==> config.mk <==
export PLATFORM = sky130hd
export DESIGN_NAME = rv_branch_ctrl
export DESIGN_NICKNAME = d
export VERILOG_FILES = /design/src/rtl/rv_branch_ctrl_pkg.sv /design/src/rtl/rv_bht.sv /design/src/rtl/rv_branch_ctrl.sv
export SDC_FILE = /design/constraint.sdc
export NUM_CORES = 1
export LEC_CHECK = 0
export ABC_CLOCK_PERIOD_IN_PS = 2600
export BUFFER_PORTS_ARGS = -buffer_cell sky130_fd_sc_hd__buf_4
export CAP_MARGIN = 20
export CORE_MARGIN = 2
export CORE_UTILIZATION = 45
export CTS_CLUSTER_SIZE = 24
export DETAILED_ROUTE_END_ITERATION = 8
export GPL_TIMING_DRIVEN = 0
export HOLD_SLACK_MARGIN = 0.15
export PLACE_DENSITY = 0.77
export SLEW_MARGIN = 20
export SYNTH_ARGS = -nofsm -noshare
export SYNTH_HDL_FRONTEND = slang
export SYNTH_SLANG_ARGS = --single-unit
==> constraint.sdc <==
create_clock -name i_clk -period 2.6 [get_ports i_clk]
set_clock_uncertainty 0.15 [all_clocks]
set_input_delay 0.39 -clock i_clk [delete_from_list [all_inputs] [get_ports i_clk]]
set_output_delay 0.39 -clock i_clk [all_outputs]
set_load 0.05 [all_outputs]
==> src/rtl/rv_branch_ctrl_pkg.sv <==
// Shared constants and helpers for the rv32i branch-prediction / redirect controller.
package rv_branch_ctrl_pkg;

    // Default BHT index width: 16 entries indexed by pc[5:2].
    localparam int unsigned BHT_IDX_W_DEF = 4;

    // Reset value of every BHT entry: weakly not-taken.
    localparam logic [1:0] BHT_RESET_VAL = 2'b01;

    // EX-stage instruction class. Any value with bit 1 set is a jump (jal/jalr).
    typedef enum logic [1:0] {
        ClsOther  = 2'b00,
        ClsBranch = 2'b01,
        ClsJal    = 2'b10,
        ClsJalr   = 2'b11
    } br_jp_cls_e;

    // Two-bit saturating counter step.
    function automatic logic [1:0] bht_next(input logic [1:0] ctr, input logic taken);
        logic [1:0] nxt;
        nxt = ctr;
        if (taken) begin
            if (ctr != 2'b11) nxt = ctr + 2'b01;
        end else begin
            if (ctr != 2'b00) nxt = ctr - 2'b01;
        end
        return nxt;
    endfunction

endpackage

==> src/rtl/rv_bht.sv <==
// Branch history table: array of 2-bit saturating counters with one
// combinational read port and one clocked update port.
module rv_bht
    import rv_branch_ctrl_pkg::*;
#(
    parameter int unsigned IDX_W = BHT_IDX_W_DEF
) (
    input  logic             i_clk,
    input  logic             i_rst,
    input  logic [IDX_W-1:0] i_rd_idx,
    output logic [1:0]       o_rd_ctr,
    input  logic             i_upd_en,
    input  logic [IDX_W-1:0] i_upd_idx,
    input  logic             i_upd_taken
);

    localparam int unsigned ENTRIES = 2 ** IDX_W;

    logic [1:0] ctr_q [ENTRIES];

    // No bypass: a same-index update in this cycle is seen by the read next cycle.
    assign o_rd_ctr = ctr_q[i_rd_idx];

    // Counter array: reset to weakly not-taken, saturating step on resolved branches.
    always_ff @(posedge i_clk) begin
        if (i_rst) begin
            for (int i = 0; i < ENTRIES; i++) begin
                ctr_q[i] <= BHT_RESET_VAL;
            end
        end else if (i_upd_en) begin
            ctr_q[i_upd_idx] <= bht_next(ctr_q[i_upd_idx], i_upd_taken);
        end
    end

endmodule

==> src/rtl/rv_branch_ctrl.sv <==
// Branch prediction and redirect controller: ID-stage BHT prediction with early
// redirect, EX-stage resolution with flush/redirect, and performance counters.
module rv_branch_ctrl
    import rv_branch_ctrl_pkg::*;
#(
    parameter int unsigned XLEN      = 32,
    parameter int unsigned BHT_IDX_W = BHT_IDX_W_DEF
) (
    input  logic            i_clk,
    input  logic            i_rst,
    input  logic            i_brctl_stall,
    input  logic            i_brctl_is_br_id,
    input  logic [XLEN-1:0] i_brctl_pc_id,
    input  logic [XLEN-1:0] i_brctl_target_id,
    input  logic [1:0]      i_brctl_is_br_jp_ex,
    input  logic            i_brctl_take_ex,
    input  logic [XLEN-1:0] i_brctl_pc_ex,
    input  logic [XLEN-1:0] i_brctl_target_ex,
    output logic            o_brctl_pred_id,
    output logic            o_brctl_flush_ifid,
    output logic            o_brctl_flush_idex,
    output logic            o_brctl_redirect,
    output logic [XLEN-1:0] o_brctl_redirect_pc,
    output logic [31:0]     o_brctl_br_cnt,
    output logic [31:0]     o_brctl_mispred_cnt
);

    logic [BHT_IDX_W-1:0] idx_id;
    logic [BHT_IDX_W-1:0] idx_ex;
    logic [1:0]           bht_ctr;
    logic                 ex_br;
    logic                 ex_jp;
    logic                 mispred;
    logic                 ex_redirect;
    logic                 id_redirect;
    logic                 pred_ex_q;
    logic                 pred_ex_d;
    logic [31:0]          br_cnt_q;
    logic [31:0]          mispred_cnt_q;
    logic                 unused_bits;

    assign idx_id = i_brctl_pc_id[BHT_IDX_W+1:2];
    assign idx_ex = i_brctl_pc_ex[BHT_IDX_W+1:2];

    // PC bits outside the index and the counter LSB do not affect the controller.
    assign unused_bits = ^{i_brctl_pc_id[XLEN-1:BHT_IDX_W+2], i_brctl_pc_id[1:0], bht_ctr[0]};

    rv_bht #(
        .IDX_W (BHT_IDX_W)
    ) u_bht (
        .i_clk       (i_clk),
        .i_rst       (i_rst),
        .i_rd_idx    (idx_id),
        .o_rd_ctr    (bht_ctr),
        .i_upd_en    (ex_br),
        .i_upd_idx   (idx_ex),
        .i_upd_taken (i_brctl_take_ex)
    );

    assign o_brctl_pred_id = bht_ctr[1];

    // EX resolution; EX is trusted to present ClsOther when bubbled/flushed.
    always_comb begin
        ex_br       = (br_jp_cls_e'(i_brctl_is_br_jp_ex) == ClsBranch);
        ex_jp       = i_brctl_is_br_jp_ex[1];
        mispred     = ex_br && (i_brctl_take_ex != pred_ex_q);
        ex_redirect = ex_jp || mispred;
        id_redirect = i_brctl_is_br_id && o_brctl_pred_id && !i_brctl_stall && !ex_redirect;
    end

    // Flush/redirect outputs; EX redirect wins over the ID early redirect.
    always_comb begin
        o_brctl_flush_ifid  = 1'b0;
        o_brctl_flush_idex  = 1'b0;
        o_brctl_redirect    = 1'b0;
        o_brctl_redirect_pc = '0;
        if (ex_redirect) begin
            o_brctl_flush_ifid = 1'b1;
            o_brctl_flush_idex = 1'b1;
            o_brctl_redirect   = 1'b1;
            if (ex_jp || i_brctl_take_ex) begin
                o_brctl_redirect_pc = i_brctl_target_ex;
            end else begin
                o_brctl_redirect_pc = i_brctl_pc_ex + XLEN'(4);
            end
        end else if (id_redirect) begin
            o_brctl_flush_ifid  = 1'b1;
            o_brctl_redirect    = 1'b1;
            o_brctl_redirect_pc = i_brctl_target_id;
        end
    end

    // A prediction only follows the branch into EX when it actually leaves ID unflushed.
    always_comb begin
        pred_ex_d = 1'b0;
        if (!ex_redirect && !i_brctl_stall) begin
            pred_ex_d = i_brctl_is_br_id && o_brctl_pred_id;
        end
    end

    // Prediction pipeline register and wrapping performance counters.
    always_ff @(posedge i_clk) begin
        if (i_rst) begin
            pred_ex_q     <= 1'b0;
            br_cnt_q      <= '0;
            mispred_cnt_q <= '0;
        end else begin
            pred_ex_q <= pred_ex_d;
            if (ex_br) br_cnt_q <= br_cnt_q + 32'd1;
            if (mispred) mispred_cnt_q <= mispred_cnt_q + 32'd1;
        end
    end

    assign o_brctl_br_cnt      = br_cnt_q;
    assign o_brctl_mispred_cnt = mispred_cnt_q;

endmodule

==> run metrics <==
H-tree Lvls=3; post-synth top area share=a little over a fifth; Sw Ratio=29.5%; maximum clock path buffer count=2; Num CTS Buffers=9; #FFs+latches synth=97; VDD IR max=0.000353 V; delay-heaviest family, CP=multiplexers; critical path cell sequence=mux4_2 -> mux4_2 -> and3_4 -> a2111o_2 -> buf_6; Yosys top cell by area=dfxtp_1; syn_nets=863; initial drt markers=364; WP buf/inv=1; Unique masters post-synth=48; outcome=finished with violations; Crit path top cell by count=mux4_2; largest net degree at the start of global routing=16; Post-Syn Instances=722; hold path depth=4; Synth Cell Area=approximately 6000 um2; GPL Wtd Cong=approximately 0.92; critical path class=register to output port; EDFF count, synth=32; placed insts=around 1.1k; worst-skew pair later-pin latency=340 ps; R2R setup slack=approximately 150 ps; post-synthesis sequential area ratio=37.4%; max-cap violations=0; maximum cell stage delay along the critical path=about 530 ps; CTS Hold Bufs=0; critical path endpoint category=output port; min Tclk post-route=3120 ps; Area growth syn-to-layout=41.4%; worst setup margin=-521 ps; I/O Pins=235; number of global-route vias before repair=5917; ys async rst share=0%; PwrDens=433 nW/um2; Clock transition at path regs=~60 ps; Clock power frac=33.0%; port buffer count=204; # DRC=0; FF-to-FF Start=u_bht.ctr_q[7][1]$_SDFFCE_PN0P_; Die X=120 um; Avg Vias per Cell=~5.6; Crit-path slowest cell=mux4_2; leak pwr=3.24 nW; core area=13200 um2; drt first pass iters=5; # diodes=0; Routed Antenna Nets=0; Wirelength per Cell=16.9 um; Worst Setup SP=u_bht.ctr_q[13][1]$_SDFFCE_PN0P_; fillcell total=1154; data arrival time of the critical path=2580 ps; Avg Cell Area, Syn=approximately 8.4 um2; Max Fclk=around 320 MHz; final hold vios=0; initial antenna violation count=0; max_slew headroom=37.4%; Reg-to-Reg End=u_bht.ctr_q[13][1]$_SDFFCE_PN0P_; DR vias=6276; starting density of the core=between 40% and 50%; synth warn=0; Die Height=120 um; sequential power share=42.9%; final WL=19000 um; Post-synth top flop=dfxtp_1; Combinational Power Share=24.0%; GRT Total Usage=approximately a quarter; die area=14400 um2; Max Transition Viols Final=0; DP Wirelength=14300 um; Cell Int Power=2.61 mW; placed instance area=8010 um2; layout cells sized above 1=33.2%; Synth area leaders=dfxtp_1, edfxtp_1, nor2_1; failing checks=setup timing; num rows=42; Hold Crit Class=primary input to register; Commonest cells post-synth=nor2_1, nand2_1, dfxtp_1; Setup Viol. Count Final=36; Switch Pwr=1.09 mW; worst hold endpoint=pred_ex_q$_SDFF_PP0_; crit share post-route=120%; clk root buf=clkbuf_16; top-count cell post-synth=nor2_1; total clock sinks=97; setup repair after global routing missed its margin=true; CP startpoint kind=register; hold path start=i_brctl_stall; Required @ worst endpoint=2060 ps; Least-Margin Pin Slew=931 ps; fin cells=1121; CP Max Fanout=5; Congestion Overflow GR=0; design area=8540 um2; pre-CTS setup slack=-743 ps; Final #Nets=1081; Reg2Reg Depth=6; CTS tree=yes; first-pass GRT wire length=29900 um
[final cells by class]
type / instances / area (um2) / share of cell area [%]
timing repair buffer: 209 / 1700 / 19.9
clock buffer: 12 / 246 / 2.89
inverter: 19 / 72.6 / 0.850
sequential: 97 / 2260 / 26.5
buffer: 41 / 199 / 2.33
tap: 176 / 220 / 2.58
clock inverter: 4 / 20.0 / 0.234
multi-input combinational: 563 / 3820 / 44.7
[power by group through the flow]
| stage | registers, mW | clock network (mW) | logic [mW] |
|---|---|---|---|
| floorplan | 1.63 | 0 | 0.488 |
| finish | 1.59 | 1.22 | 0.889 |
| detailed placement | 1.62 | 0 | 0.818 |
| global route | 1.59 | 1.31 | 0.936 |
| CTS | 1.59 | 1.25 | 0.868 |
| global placement | 1.62 | 0 | 0.813 |
[tightest hold or removal path, cell delays in order]
cell	delay, ps
buf_4	80
nor2b_1	90
nand2_2	120
nor3_1	50
[per-stage QoR]
stage	utilization, %	setup TNS (ps)	hold WS (ps)	power (mW)
after floorplan	-	-7520	427	2.12
after global placement	60.7	-24660	316	2.43
after detailed placement	60.7	-25540	328	2.44
after CTS	63.9	-16560	274	3.70
after global routing	64.8	-17810	293	3.83
final	64.8	-15930	283	3.70
[placed cells by master, fill, tap and decap left out, drive strengths merged, types with 2 or more instances in the layout]
| cell type | netlist | layout |
|---|---|---|
| inv | 18 | 20 |
| ha | 6 | 6 |
| edfxtp | 32 | 32 |
| nor3 | 14 | 14 |
| a21oi | 27 | 27 |
| clkbuf | 31 | 41 |
| a2111o | 2 | 2 |
| nor2 | 86 | 86 |
| nand2b | 17 | 17 |
| mux4 | 13 | 13 |
| nand2 | 85 | 85 |
| and3 | 7 | 7 |
| nand4 | 30 | 30 |
| maj3 | 2 | 2 |
| nor4b | 2 | 2 |
| nand3 | 44 | 44 |
| dfxtp | 65 | 65 |
| nor3b | 3 | 3 |
| clkinv | 1 | 3 |
| and2 | 9 | 9 |
| nor4 | 22 | 22 |
| a31oi | 3 | 3 |
| o31a | 3 | 3 |
| o31ai | 4 | 4 |
| buf | 12 | 221 |
| a21o | 2 | 2 |
| mux2i | 4 | 4 |
| or4 | 6 | 6 |
| or3 | 16 | 16 |
| a31o | 6 | 6 |
| a22o | 9 | 9 |
| xor2 | 32 | 32 |
| or2 | 4 | 4 |
| xnor2 | 31 | 31 |
| nor2b | 4 | 4 |
| o21ai | 57 | 57 |
| and4 | 11 | 11 |
[registers in the layout (all words and copies together) (netlist names)]
signal and flops:
o_brctl_br_cnt 32, o_brctl_mispred_cnt 32, u_bht.ctr_q 32, pred_ex_q 1
[routing by layer]
metal | share of wire, % | global-route usage [%]
met3 | 9.1 | 7.51
met2 | 48 | 44.7
met4 | 2.8 | 9.56
met5 | 0 | 0
met1 | 40 | 31.2
[repair_timing]
item,CTS,global route
resized for setup,40,22
buffers inserted,1,4
pin swaps,0,1
endpoints found under the setup margin,35,46
[logic make-up after synthesis]
| logic type | Yosys count | synth area share [%] |
|---|---|---|
| AO/OA/AOI/OAI | 114 | 11.1 |
| XOR/XNOR | 63 | 9.13 |
| adder cells (fa/ha/maj) | 8 | 1.57 |
| buffers and inverters | 62 | 4.27 |
| flip-flops | 97 | 37.4 |
| multiplexers | 17 | 5.76 |
| AND/OR/NAND/NOR | 361 | 30.7 |
[worst max-delay path by stage]
stage                                    endpoint  slack (ps)  depth (start not counted)
final                     o_brctl_redirect_pc[31]        -520                          5
after CTS                 o_brctl_redirect_pc[31]        -530                          5
after floorplan           o_brctl_redirect_pc[17]        -360                          7
after global routing      o_brctl_redirect_pc[29]        -570                          5
after global placement    o_brctl_redirect_pc[17]        -750                          9
after detailed placement  o_brctl_redirect_pc[17]        -740                          9
Power figures use the tool's default switching activity.
